## src/rtl/pll_param_responder.sv

```systemverilog
// pll_param_responder: holds the PLL counter parameters (N, M, C0 high/low)
// in shadow registers and serialises them onto the PLL scan chain on request.
// Optional build macro PLL_PARAM_RESPONDER_READBACK_EN enables read_param
// readback on data_out. Without it, read_param performs no read and
// data_out is tied to zero.
module pll_param_responder #(
    parameter int unsigned WRITE_BUSY = 2,
    parameter int unsigned SCAN_LEN   = 36
) (
    input  logic       clock_ctr,
    input  logic       sys_reset,
    input  logic       write_param,
    input  logic       read_param,
    input  logic       reconfig,
    input  logic [3:0] counter_type,
    input  logic [2:0] counter_param,
    input  logic [8:0] data_in,
    output logic       busy,
    output logic [8:0] data_out,
    output logic       scanclk_en,
    output logic       scandata,
    output logic       configupdate,
    output logic       param_error
);

    localparam logic [1:0] ST_IDLE   = 2'd0;
    localparam logic [1:0] ST_WAIT   = 2'd1;
    localparam logic [1:0] ST_SHIFT  = 2'd2;
    localparam logic [1:0] ST_UPDATE = 2'd3;

    localparam logic [3:0] WAIT_INIT  = 4'(WRITE_BUSY - 1);
    localparam logic [5:0] SHIFT_LAST = 6'(SCAN_LEN - 1);

    logic [1:0]          state;
    logic [3:0]          wait_cnt;
    logic [5:0]          shift_cnt;
    logic [SCAN_LEN-1:0] shift_reg;
    logic [SCAN_LEN-1:0] chain;
    logic [8:0]          reg_n;
    logic [8:0]          reg_m;
    logic [8:0]          reg_c0h;
    logic [8:0]          reg_c0l;
    logic                sel_n;
    logic                sel_m;
    logic                sel_c0h;
    logic                sel_c0l;
    logic                addr_valid;
    logic                any_strobe;

    // Chain order is M, N, C0 high, C0 low, each MSB first.
    assign chain      = {reg_m, reg_n, reg_c0h, reg_c0l};
    assign any_strobe = write_param | read_param | reconfig;

    // Decode the counter_type/counter_param pair into a shadow register select.
    always_comb begin
        sel_n      = (counter_type == 4'd0) && (counter_param == 3'd7);
        sel_m      = (counter_type == 4'd1) && (counter_param == 3'd7);
        sel_c0h    = (counter_type == 4'd4) && (counter_param == 3'd0);
        sel_c0l    = (counter_type == 4'd4) && (counter_param == 3'd1);
        addr_valid = sel_n | sel_m | sel_c0h | sel_c0l;
    end

    // Shadow registers load only on an accepted write in IDLE.
    always_ff @(posedge clock_ctr or posedge sys_reset) begin
        if (sys_reset) begin
            reg_n   <= 9'd1;
            reg_m   <= 9'd12;
            reg_c0h <= 9'd6;
            reg_c0l <= 9'd6;
        end else if ((state == ST_IDLE) && write_param) begin
            if (sel_n)   reg_n   <= data_in;
            if (sel_m)   reg_m   <= data_in;
            if (sel_c0h) reg_c0h <= data_in;
            if (sel_c0l) reg_c0l <= data_in;
        end
    end

    // Control FSM with registered outputs; strobes outside IDLE are rejected.
    always_ff @(posedge clock_ctr or posedge sys_reset) begin
        if (sys_reset) begin
            state        <= ST_IDLE;
            busy         <= 1'b0;
            wait_cnt     <= '0;
            shift_cnt    <= '0;
            shift_reg    <= '0;
            scanclk_en   <= 1'b0;
            scandata     <= 1'b0;
            configupdate <= 1'b0;
            param_error  <= 1'b0;
        end else begin
            param_error  <= 1'b0;
            configupdate <= 1'b0;
            case (state)
                ST_IDLE: begin
                    if (write_param) begin
                        state       <= ST_WAIT;
                        busy        <= 1'b1;
                        wait_cnt    <= WAIT_INIT;
                        param_error <= ~addr_valid;
                    end else if (reconfig) begin
                        // The first chain bit is presented straight from the
                        // shadow registers; shift_reg holds the remainder.
                        state      <= ST_SHIFT;
                        busy       <= 1'b1;
                        shift_cnt  <= '0;
                        scanclk_en <= 1'b1;
                        scandata   <= chain[SCAN_LEN-1];
                        shift_reg  <= {chain[SCAN_LEN-2:0], 1'b0};
                    end
`ifdef PLL_PARAM_RESPONDER_READBACK_EN
                    else if (read_param) begin
                        state       <= ST_WAIT;
                        busy        <= 1'b1;
                        wait_cnt    <= '0;
                        param_error <= ~addr_valid;
                    end
`endif
                end
                ST_WAIT: begin
                    param_error <= any_strobe;
                    if (wait_cnt == '0) begin
                        state <= ST_IDLE;
                        busy  <= 1'b0;
                    end else begin
                        wait_cnt <= wait_cnt - 4'd1;
                    end
                end
                ST_SHIFT: begin
                    param_error <= any_strobe;
                    if (shift_cnt == SHIFT_LAST) begin
                        state        <= ST_UPDATE;
                        scanclk_en   <= 1'b0;
                        scandata     <= 1'b0;
                        configupdate <= 1'b1;
                    end else begin
                        shift_cnt <= shift_cnt + 6'd1;
                        scandata  <= shift_reg[SCAN_LEN-1];
                        shift_reg <= {shift_reg[SCAN_LEN-2:0], 1'b0};
                    end
                end
                ST_UPDATE: begin
                    param_error <= any_strobe;
                    state       <= ST_IDLE;
                    busy        <= 1'b0;
                    shift_cnt   <= '0;
                end
                default: begin
                    state <= ST_IDLE;
                    busy  <= 1'b0;
                end
            endcase
        end
    end

`ifdef PLL_PARAM_RESPONDER_READBACK_EN
    logic [8:0] rd_data;

    // Select the addressed shadow register for readback; unlisted reads give 0.
    always_comb begin
        rd_data = '0;
        if (sel_n)   rd_data = reg_n;
        if (sel_m)   rd_data = reg_m;
        if (sel_c0h) rd_data = reg_c0h;
        if (sel_c0l) rd_data = reg_c0l;
    end

    // data_out captures a read only when no higher-priority strobe is present.
    always_ff @(posedge clock_ctr or posedge sys_reset) begin
        if (sys_reset) begin
            data_out <= '0;
        end else if ((state == ST_IDLE) && read_param && !write_param && !reconfig) begin
            data_out <= rd_data;
        end
    end
`else
    assign data_out = '0;
`endif

endmodule

```

## config.mk

```make
export PLATFORM = sky130hd
export DESIGN_NAME = pll_param_responder
export DESIGN_NICKNAME = d
export VERILOG_FILES = /design/src/rtl/pll_param_responder.sv
export SDC_FILE = /design/constraint.sdc
export NUM_CORES = 1
export LEC_CHECK = 0
export ABC_AREA = 1
export CAP_MARGIN = 20
export CORE_MARGIN = 3
export CORE_UTILIZATION = 58
export CTS_CLUSTER_DIAMETER = 120
export DETAILED_ROUTE_END_ITERATION = 8
export PLACE_DENSITY = 0.85
export RECOVER_POWER = 50
export SYNTH_ARGS = -nofsm -noshare
export SYNTH_HDL_FRONTEND = slang
export SYNTH_SLANG_ARGS = --single-unit
```

## constraint.sdc

```tcl
create_clock -name clock_ctr -period 3.65 [get_ports clock_ctr]
set_input_delay 0.73 -clock clock_ctr [delete_from_list [all_inputs] [get_ports clock_ctr]]
set_output_delay 0.73 -clock clock_ctr [all_outputs]
set_load 0.03 [all_outputs]
```

* Yosys cells after proc, flatten, opt, wreduce, memory -nomap -nowiden
Cells that the tools add are included.
Word-level totals: register bits after elaboration 89, input bits 21, output and inout bits 14, logic and storage cells 93
Cells by class: add/sub/neg operators 2, equal/unequal tests 16, muxes and demuxes 31, bitwise logic cells 6, reduce and logical (&&, ||, !) cells 25
Operators with widths (count):
- two-way mux 36 bit | 3
- one-hot mux 36 bit (2 select lines) | 1
- two-way mux 6 bit | 3
- one-hot mux 6 bit (3 select lines) | 1
- != test 2 bit, second input constant | 7
- AND reduction 3 bit | 4
- AND reduction 4 bit | 3
- two-way mux 1 bit | 11
- zero test 4 bit | 2
- two-way mux 2 bit | 4
- two-way mux 4 bit | 2
- one-hot mux 2 bit (4 select lines) | 1
- one-hot mux 4 bit (2 select lines) | 1
- AND reduction 2 bit | 4
- adder 6 x 1 -> 6 bit, second input constant | 1
- equality test 6 bit, second input constant | 1
- one-hot mux 1 bit (2 select lines) | 3
- nonzero test 3 bit | 2
- logical AND 1 bit | 5
- OR 1 bit | 5
- equality test 2 bit, second input constant | 2
- equality test 4 x 1 -> 1 bit, second input constant | 1
- equality test 4 x 3 -> 1 bit, second input constant | 1
- nonzero test 2 bit | 2
- other kinds (10) | 10

* Depth between registers and ports, before layout
Gate-level depths: netlist of run 1.
depth after elaboration 8, depth in mapped cells 9, depth with buffers taken out 9

* Least setup slack after synthesis of run 1
No wires, ideal clock.
path kind input to register, start point in counter_type[1], end point reg reg_c0l[8], library setup time 0.122 ns, arrival time 1.443 ns, data required time 3.528 ns, path slack 2.085 ns, cell stages on the path 7, path buffers 1, cell sequence nor2_1 > nand2_1 > nor2_1 > nand2_4 > buf_6 > nand2_1 > o21ai_1
Between the ends: cells in the longest elaborated chain, start to end 3
Ends and longest elaborated chain:
- start, declared | line 15 | input logic [3:0] counter_type,
- equality test 4 x 3 -> 1 bit | line 59 | sel_c0l = (counter_type == 4'd4) && (counter_param == 3'd1);
- logical AND 1 bit | line 59
- AND reduction 2 bit (no line)
- end signal, assigned | line 74 | if (sel_c0l) reg_c0l <= data_in;
- end, declared | line 42 | logic [8:0] reg_c0l;
No other way between the ends. A chain may end at the register's enable or synchronous reset.

==> flow_summary_export.csv, run 1 <==
group,metric,value,unit
run_status,status,"complete, but fails checks",
run_status,failed_checks,"capacitance limit, slew limit",
layout,largest_register_ffs,35,
logic_synthesis,synth_top_area_cell,"dfrtp_1",
logic_synthesis,ys_seq_elements,88,
setup_path,critPathRequiredTime,3720,ps
die,dieWidth,93.09,um
route,vias,3484,
setup_path,path_cells,"clkdlybuf4s50_1 -> clkinv_2 -> clkbuf_2",
power_and_ir_drop,p_total,2.915,mW
die,die_height,93.09,um
clock_network,clockBufferDepth,2,
power_and_ir_drop,p_leak,2.507,nW
placement,numPortBuffers,25,
setup_path,path_buf_inv,3,
die,num_io_pins,35,
layout,drive_gt1_frac,0.1172,
logic_synthesis,synthCells,543,
logic_synthesis,async_flop_share,1.000,
timing,max_freq,0.3774,GHz
setup_path,path_class,"primary input to async pin",
clock_network,insertion_delay,370,ps
setup_path,cp-start-kind,"primary input",
route,dr.pass1.iters,5,
clock_network,numClockSinks,88,
setup_path,crit_arrival,2720,ps
global_route,grt_max_degree,89,
power_and_ir_drop,ir_worst_vdd,0.3806,mV
placement,hpwlAfterDp,5928,um
logic_synthesis,synth_edf_count,0,
timing,hold_viol_final,0,
placement,dp.cells,646,
logic_synthesis,synth-simple-area-share,0.3436,
logic_synthesis,yosysSeqAreaShare,0.5026,
logic_synthesis,synth_cell_type_count,27,
logic_synthesis,syn-cell-area,0.004399,mm^2
clock_network,post-cts-setup-buffers,0,
route,drc_errors,0,
timing,min_period,2650,ps
timing,setup_slack,1000,ps
route,via_per_inst,5.263,
timing,fin_crit_sh,0.7260,
die,start_util,0.6033,
placement,gp_congestion,0.8073,
global_route,grt_pass1_wl,15630,um
timing,whs,469.1,ps
route,drtIter0Drc,281,
logic_synthesis,yosysTopAreaCellShare,0.4608,
power_and_ir_drop,p_per_area,616.3,mW/mm^2
setup_path,end_kind,"async pin",
layout,post-route-util,0.6486,
layout,diodes,0,
logic_synthesis,yosys_warnings,0,
logic_synthesis,muxShareOfSynthArea,0,
placement,placed_area,0.004564,mm^2
timing,setup_violations,0,
clock_network,cts_resized,0,
setup_path,slowest_stage,"clkbuf_2",
run,max_cap_viol_count,1,
timing,rsz0062_at_grt,"false",
global_route,antenna_found_initial,0,
global_route,track_usage,0.2286,
logic_synthesis,synthTopCellsByCount,"nand2_1, dfrtp_1, o21ai_1, inv_1, nor2_1",
logic_synthesis,synth_compound_area_frac,0.04920,
die,rows,31,
placement,dp_slack,1083,ps
logic_synthesis,ys.flop_type,"dfrtp_1",
layout,post-route-cell-area,0.004730,mm^2
clock_network,numCtsBuffers,9,
timing,relSlewSlack,-0.3838,
setup_path,critPathMaxStageDelay,1460,ps
logic_synthesis,synth.most_common_cell,"nand2_1",
clock_network,cts_hold_buf,0,
route,antenna_left,0,
die,dieArea,0.008666,mm^2
layout,synthToLayoutAreaGrowth,7.509,%
logic_synthesis,syn_avg_cell_area,8.102,um^2
logic_synthesis,synthAdderAreaFrac,0.008532,
setup_path,critPathTopFamily,"buffers and inverters",
route,wl_per_cell,14.01,um
timing,worstMarginPinSlew,2076,ps
global_route,grt_pass1_vias,3397,
logic_synthesis,synth_top_family_by_area,"simple AND/OR/NAND/NOR gates",
layout,nets,582,
global_route,grt_overflow,0,
clock_network,cts_tree,"built",
timing,finalSetupTns,0,ps
route,drt_wl_total,9274,um
logic_synthesis,synthTopCellsByArea,"dfrtp_1, nand2_1, nand3_2",
clock_network,htree_num_levels,3,
clock_network,cts.clk_slew.worst_paths,90,ps
die,core_area,0.007292,mm^2
timing,skew,12.56,ps
timing,finalMaxSlewViolations,89,
clock_network,cts_root_buf,"clkbuf_8",
layout,fin_cells,662,
hold_path,holdCritPathClass,"flip-flop to flip-flop",
logic_synthesis,synth_xor_xnor_area_share,0.001991,
setup_path,cp_max_fo,88,
cell type report:
class,count,area (um^2)
clock buffers,9,123.9
clock inverters,7,72.57
fillers,599,2562
inverters,36,136.4
multi-input cells,395,1792
flip-flops and latches,88,2211
well taps,99,123.9
repair buffers,28,270.3
power by group:
group | leakage, nW | switching, mW | internal [mW]
combinational | 1.24 | 0.710 | 0.270
sequential | 1.17 | 0.105 | 1.15
clock | 0.0952 | 0.363 | 0.316
total | 2.51 | 1.18 | 1.74
kinds of logic after synthesis:
kind of cell             after synthesis
flip-flops                            88
buffers and inverters                 68
AO/OA/AOI/OAI                         42
XOR/XNOR                               1
other                                  1
AND/OR/NAND/NOR                      340
adder cells (fa/ha/maj)                3
routing by layer:
| metal | track usage | wire length, um | vias to the layer above |
|---|---|---|---|
| met2 | 0.3755 | 4537 | 115 |
| met5 | 0 | 0 | - |
| li1 | - | - | 1695 |
| met4 | 0.1074 | 250 | 0 |
| met1 | 0.3019 | 4037 | 1650 |
| met3 | 0.02977 | 448 | 24 |
path summary, 6_finish.rpt:
check                       startpoint             to  slack [ps]  cells past startpoint
max in group clock_ctr        state[0]  shift_reg[19]        1310                      7
setup / recovery             sys_reset   shift_cnt[4]        1000                      3
hold / removal             wait_cnt[0]    wait_cnt[0]         470                      1
min in group asynchronous    sys_reset    wait_cnt[3]        1420                      3
setup reg to reg              state[0]  shift_reg[19]        1310                      7
hold reg to reg            wait_cnt[0]    wait_cnt[0]         470                      1
placed cells by master, fill, tap and decap left out:
cell,instances
clkbuf_8,9
nor2_4,1
nand2_2,6
buf_4,2
o21ai_0,2
dfrtp_1,81
clkinvlp_4,2
a21oi_1,2
nor3b_1,1
clkbuf_2,1
inv_2,6
nand3b_1,1
nor2_1,30
o31ai_1,1
inv_1,29
nand3_1,26
bufinv_16,1
nand2_4,3
nand2_1,250
nand3_2,21
o21ai_1,36
dfstp_2,7
clkdlybuf4s50_1,25
o21ai_2,1
ha_1,3
clkinv_4,2
nor2_2,1
xor2_1,1
clkinv_2,3
conb_1,9
(Power assumes the default switching activity.)
==> run 2, diff against run 1 <==
clock period = 2.7 ns   (was 3.65 ns; I/O delays follow)
==> run 2 against run 1 <==
  * Critical path type is now flip-flop to output pin
  * The run now ends clean
  * Via count grew 0.37%
  * Total power grew 34%
  * Wire length grew 2.2%
  * Count of clock-buffer cells in the layout grew 3
  * Setup slack lost 250 ps
  * Combinational power grew 39%
  * Critical path depth shrank 2
  * Final cell count grew 0.15%
==> flow_summary_export.csv, run 2 (synthesis results as in run 1) <==
group,metric,value,unit
run_status,status,"completed",
layout,drive_gt1_frac,0.1188,
hold_path,hold_start,"wait_cnt[0]",
clock_network,numClockSinks,88,
placement,numPortBuffers,25,
route,vias,3497,
power_and_ir_drop,p_leak,2.515,nW
placement,hpwlAfterDp,6211,um
clock_network,insertion_delay,350,ps
layout,final_common_cell,"nand2_1",
die,rows,31,
timing,finalMaxSlewViolations,0,
setup_path,end_kind,"output pin",
route,drt_wl_total,9476,um
die,num_io_pins,35,
timing,worstMarginPinSlew,1170,ps
layout,largest_register_ffs,35,
global_route,antenna_found_initial,0,
setup_path,worstRegToRegCells,7,
timing,setup_violations,0,
die,die_height,93.09,um
route,antenna_left,0,
power_and_ir_drop,ir_worst_vdd,0.4631,mV
timing,finalSetupTns,0,ps
route,drc_errors,0,
clock_network,cts_root_buf,"clkbuf_8",
hold_path,hold_end,"wait_cnt[0]",
hold_path,hold_depth,1,
power_and_ir_drop,p_per_area,824.5,mW/mm^2
layout,post-route-cell-area,0.004746,mm^2
setup_path,path_cells,"clkdlybuf4s50_1",
timing,relSlewSlack,0.2199,
clock_network,cts_tree,"built",
setup_path,cp-start-kind,"flip-flop",
timing,fin_crit_sh,0.7238,
route,dr.pass1.iters,6,
global_route,track_usage,0.2409,
setup_path,critPathRequiredTime,2160,ps
placement,gp_congestion,0.8153,
clock_network,cts_hold_buf,0,
layout,diodes,0,
timing,setup_slack,745.6,ps
die,dieWidth,93.09,um
clock_network,htree_num_levels,3,
setup_path,reg2reg_setup_slack,750,ps
timing,max_freq,0.5117,GHz
layout,final_cell_mix,"nand2_1, dfrtp_1, o21ai_1, inv_1, nor2_1",
setup_path,path_buf_inv,1,
setup_path,crit_arrival,1410,ps
route,drtIter0Drc,338,
setup_path,rr_startpoint,"shift_cnt[0]",
die,core_area,0.007292,mm^2
timing,rsz0062_at_grt,"false",
route,via_per_inst,5.275,
timing,hold_viol_final,0,
setup_path,path_class,"flip-flop to output pin",
route,wl_per_cell,14.29,um
placement,placed_area,0.004574,mm^2
power_and_ir_drop,p_total,3.913,mW
global_route,grt_overflow,0,
layout,nets,583,
setup_path,critPathMaxStageDelay,690,ps
clock_network,clockBufferDepth,2,
clock_network,cts.clk_slew.worst_paths,80,ps
clock_network,numCtsBuffers,9,
timing,skew,9.234,ps
run,max_cap_viol_count,0,
setup_path,slowest_stage,"clkdlybuf4s50_1",
clock_network,cts_resized,0,
setup_path,cp_max_fo,2,
die,dieArea,0.008666,mm^2
die,start_util,0.6033,
hold_path,holdCritPathClass,"flip-flop to flip-flop",
clock_network,post-cts-setup-buffers,0,
global_route,grt_pass1_vias,3535,
global_route,grt_max_degree,89,
global_route,grt_pass1_wl,16500,um
setup_path,critPathTopFamily,"buffers and inverters",
timing,min_period,1954,ps
setup_path,rr_endpoint,"shift_reg[27]",
placement,dp_slack,485.9,ps
layout,synthToLayoutAreaGrowth,7.878,%
## run 2: cell type report
cell class                      instances  area (um^2)
Fill cell                             625         2546
Clock inverter                          4        28.78
Inverter                               36        138.9
Clock buffer                           12        155.1
Tap cell                               99        123.9
Multi-Input combinational cell        395         1808
Sequential cell                        88         2211
Timing Repair Buffer                   29        280.3
## run 2: worst max path at each step
| stage | startpoint | endpoint | cells after the start |
|---|---|---|---|
| after floorplan | sys_reset | busy | 1 |
| after global placement | reconfig | shift_reg[7] | 8 |
| after detailed placement | reconfig | shift_reg[8] | 8 |
| after CTS | scanclk_en | scanclk_en | 1 |
| after global routing | shift_cnt[0] | shift_reg[28] | 7 |
| final | scandata | scandata | 1 |
## run 2: per-stage QoR
| step | hold slack (ps) | cells | utilization |
|---|---|---|---|
| after global routing | 499.8 | 663 | 0.6508 |
| after floorplan | 439.6 | 551 | - |
| after CTS | 474.6 | 663 | 0.6525 |
| after global placement | 454.2 | 647 | 0.6273 |
| after detailed placement | 458.6 | 647 | 0.6273 |
| final | 470.3 | 663 | 0.6508 |
## run 2: report_power, final
part / internal, mW / switching (mW) / total (mW)
Clock: 0.385 / 0.461 / 0.847
Combinational: 0.381 / 0.983 / 1.36
Sequential: 1.55 / 0.147 / 1.70
## run 2: routing by layer
metal	vias to the layer above	track usage	wire length, um
met3	18	0.05953	481
met2	94	0.4097	4854
li1	1690	-	-
met5	-	0	0
met4	0	0.07937	145
met1	1695	0.3018	3995
==> run 3, diff against run 2 <==
CORE_UTILIZATION = 53   (was 58)
PLACE_DENSITY = 0.83   (was 0.85)
clock period = 1.75 ns   (was 2.7 ns; I/O delays follow)
==> run 3 against run 2 <==
  * Clock power increased by 72%
  * Count of clock-buffer cells in the layout fell by 2
  * Wire length is 1.1% lower
  * Sequential power up 54%
  * Die area increased by 8.8%
==> flow_summary_export.csv, run 3 (synthesis results as in run 1) <==
group,metric,value,unit
run_status,status,"completed",
setup_path,critPathRequiredTime,1400,ps
power_and_ir_drop,p_leak,2.608,nW
route,drt_wl_total,9370,um
die,rows,32,
setup_path,cp-start-kind,"flip-flop",
placement,hpwlAfterDp,6126,um
placement,dp_slack,-159.7,ps
setup_path,critPathMaxStageDelay,660,ps
setup_path,crit_arrival,1350,ps
clock_network,insertion_delay,370,ps
setup_path,rr_startpoint,"shift_cnt[0]",
route,drc_errors,0,
run,max_cap_viol_count,0,
clock_network,cts_tree,"built",
placement,numPortBuffers,25,
hold_path,hold_start,"wait_cnt[0]",
timing,max_freq,0.5873,GHz
setup_path,cp_max_fo,1,
die,dieWidth,97.11,um
die,start_util,0.5577,
timing,hold_viol_final,0,
global_route,grt_pass1_vias,3531,
placement,dp.cells,660,
power_and_ir_drop,ir_worst_vdd,0.7813,mV
setup_path,critPathTopFamily,"buffers and inverters",
clock_network,cts.clk_slew.worst_paths,80,ps
setup_path,slowest_stage,"clkdlybuf4s50_1",
layout,drive_gt1_frac,0.1391,
clock_network,numCtsBuffers,9,
setup_path,end_kind,"output pin",
timing,min_period,1703,ps
die,num_io_pins,35,
hold_path,holdCritPathClass,"flip-flop to flip-flop",
clock_network,cts_hold_buf,0,
timing,fin_crit_sh,0.9730,
clock_network,numClockSinks,88,
timing,skew,12.44,ps
setup_path,path_buf_inv,1,
timing,setup_slack,47.17,ps
clock_network,cts_root_buf,"clkbuf_8",
layout,largest_register_ffs,35,
route,wl_per_cell,13.84,um
layout,synthToLayoutAreaGrowth,11.46,%
clock_network,clockBufferDepth,2,
clock_network,htree_num_levels,3,
timing,finalMaxSlewViolations,0,
global_route,antenna_found_initial,0,
timing,finalSetupTns,0,ps
setup_path,path_class,"flip-flop to output pin",
setup_path,startpoint,"param_error",
global_route,grt_max_degree,53,
global_route,grt_pass1_wl,16250,um
timing,worstMarginPinSlew,885.5,ps
route,via_per_inst,5.204,
layout,diodes,0,
route,antenna_left,0,
route,dr.pass1.iters,5,
layout,final_common_cell,"nand2_1",
timing,rsz0062_at_grt,"false",
die,core_area,0.007888,mm^2
layout,nets,594,
layout,fin_cells,677,
layout,final_cell_mix,"nand2_1, dfrtp_1, o21ai_1, nor2_1, inv_1",
global_route,track_usage,0.2108,
die,dieArea,0.009429,mm^2
power_and_ir_drop,p_total,6.392,mW
global_route,grt_overflow,0,
route,drtIter0Drc,236,
timing,setup_violations,0,
route,vias,3523,
timing,relSlewSlack,0.4097,
placement,gp_congestion,0.8181,
die,die_height,97.11,um
power_and_ir_drop,p_per_area,1304,mW/mm^2
setup_path,path_cells,"clkdlybuf4s50_1",
-- run 3: routing by layer --
layer | track usage | wire (um)
met1 | 0.2809 | 4160
met2 | 0.3402 | 4554
met3 | 0.03446 | 460
met4 | 0.09395 | 194
met5 | 0 | 0
-- run 3: cell type report --
cell class	count	area, um^2
fillers	667	2984
flip-flops and latches	88	2211
multi-input cells	395	1826
repair buffers	40	396.6
clock buffers	10	137.6
inverters	36	136.4
well taps	102	127.6
clock inverters	6	68.82
-- run 3: where the power goes --
part | switching (mW) | internal, mW
Clock | 0.759 | 0.704
Sequential | 0.216 | 2.40
Combinational | 1.58 | 0.736
-- run 3: per-stage QoR --
step           hold slack (ps)    util  cell area [um^2]
2_1_floorplan            439.6       -              4433
3_3_place_gp             455.5  0.5963              4703
3_5_place_dp             458.8  0.5963              4703
4_1_cts                  404.3  0.6220              4906
5_1_grt                  497.6  0.6217              4903
6_report                 468.4  0.6217              4903
-- run 3: worst reg2reg max path, stage by stage (launching register included) --
cell and delay, ps:
dfrtp_1 380, ha_1 230, nand3_2 110, nor2_4 180
nand2_8 160, buf_12 210, nand2_2 140, nand2_1 70
nand2_1 70
-- run 3: worst paths after layout --
path | to | slack [ps] | cells past startpoint
hold reg to reg | wait_cnt[0] | 470 | 1
hold / removal | wait_cnt[0] | 470 | 1
min in group asynchronous | param_error | 690 | 3
setup reg to reg | shift_cnt[4] | 150 | 8
max in group asynchronous | reg_n[2] | 450 | 3
setup / recovery | param_error | 50 | 1
-- run 3: repair_timing --
action | in CTS | in global routing
endpoints found under the hold margin | 0 | 0
endpoints found under the setup margin | 3 | 41
gates resized for setup | 3 | 3
buffers inserted | 0 | 1
pin swaps | 0 | 0
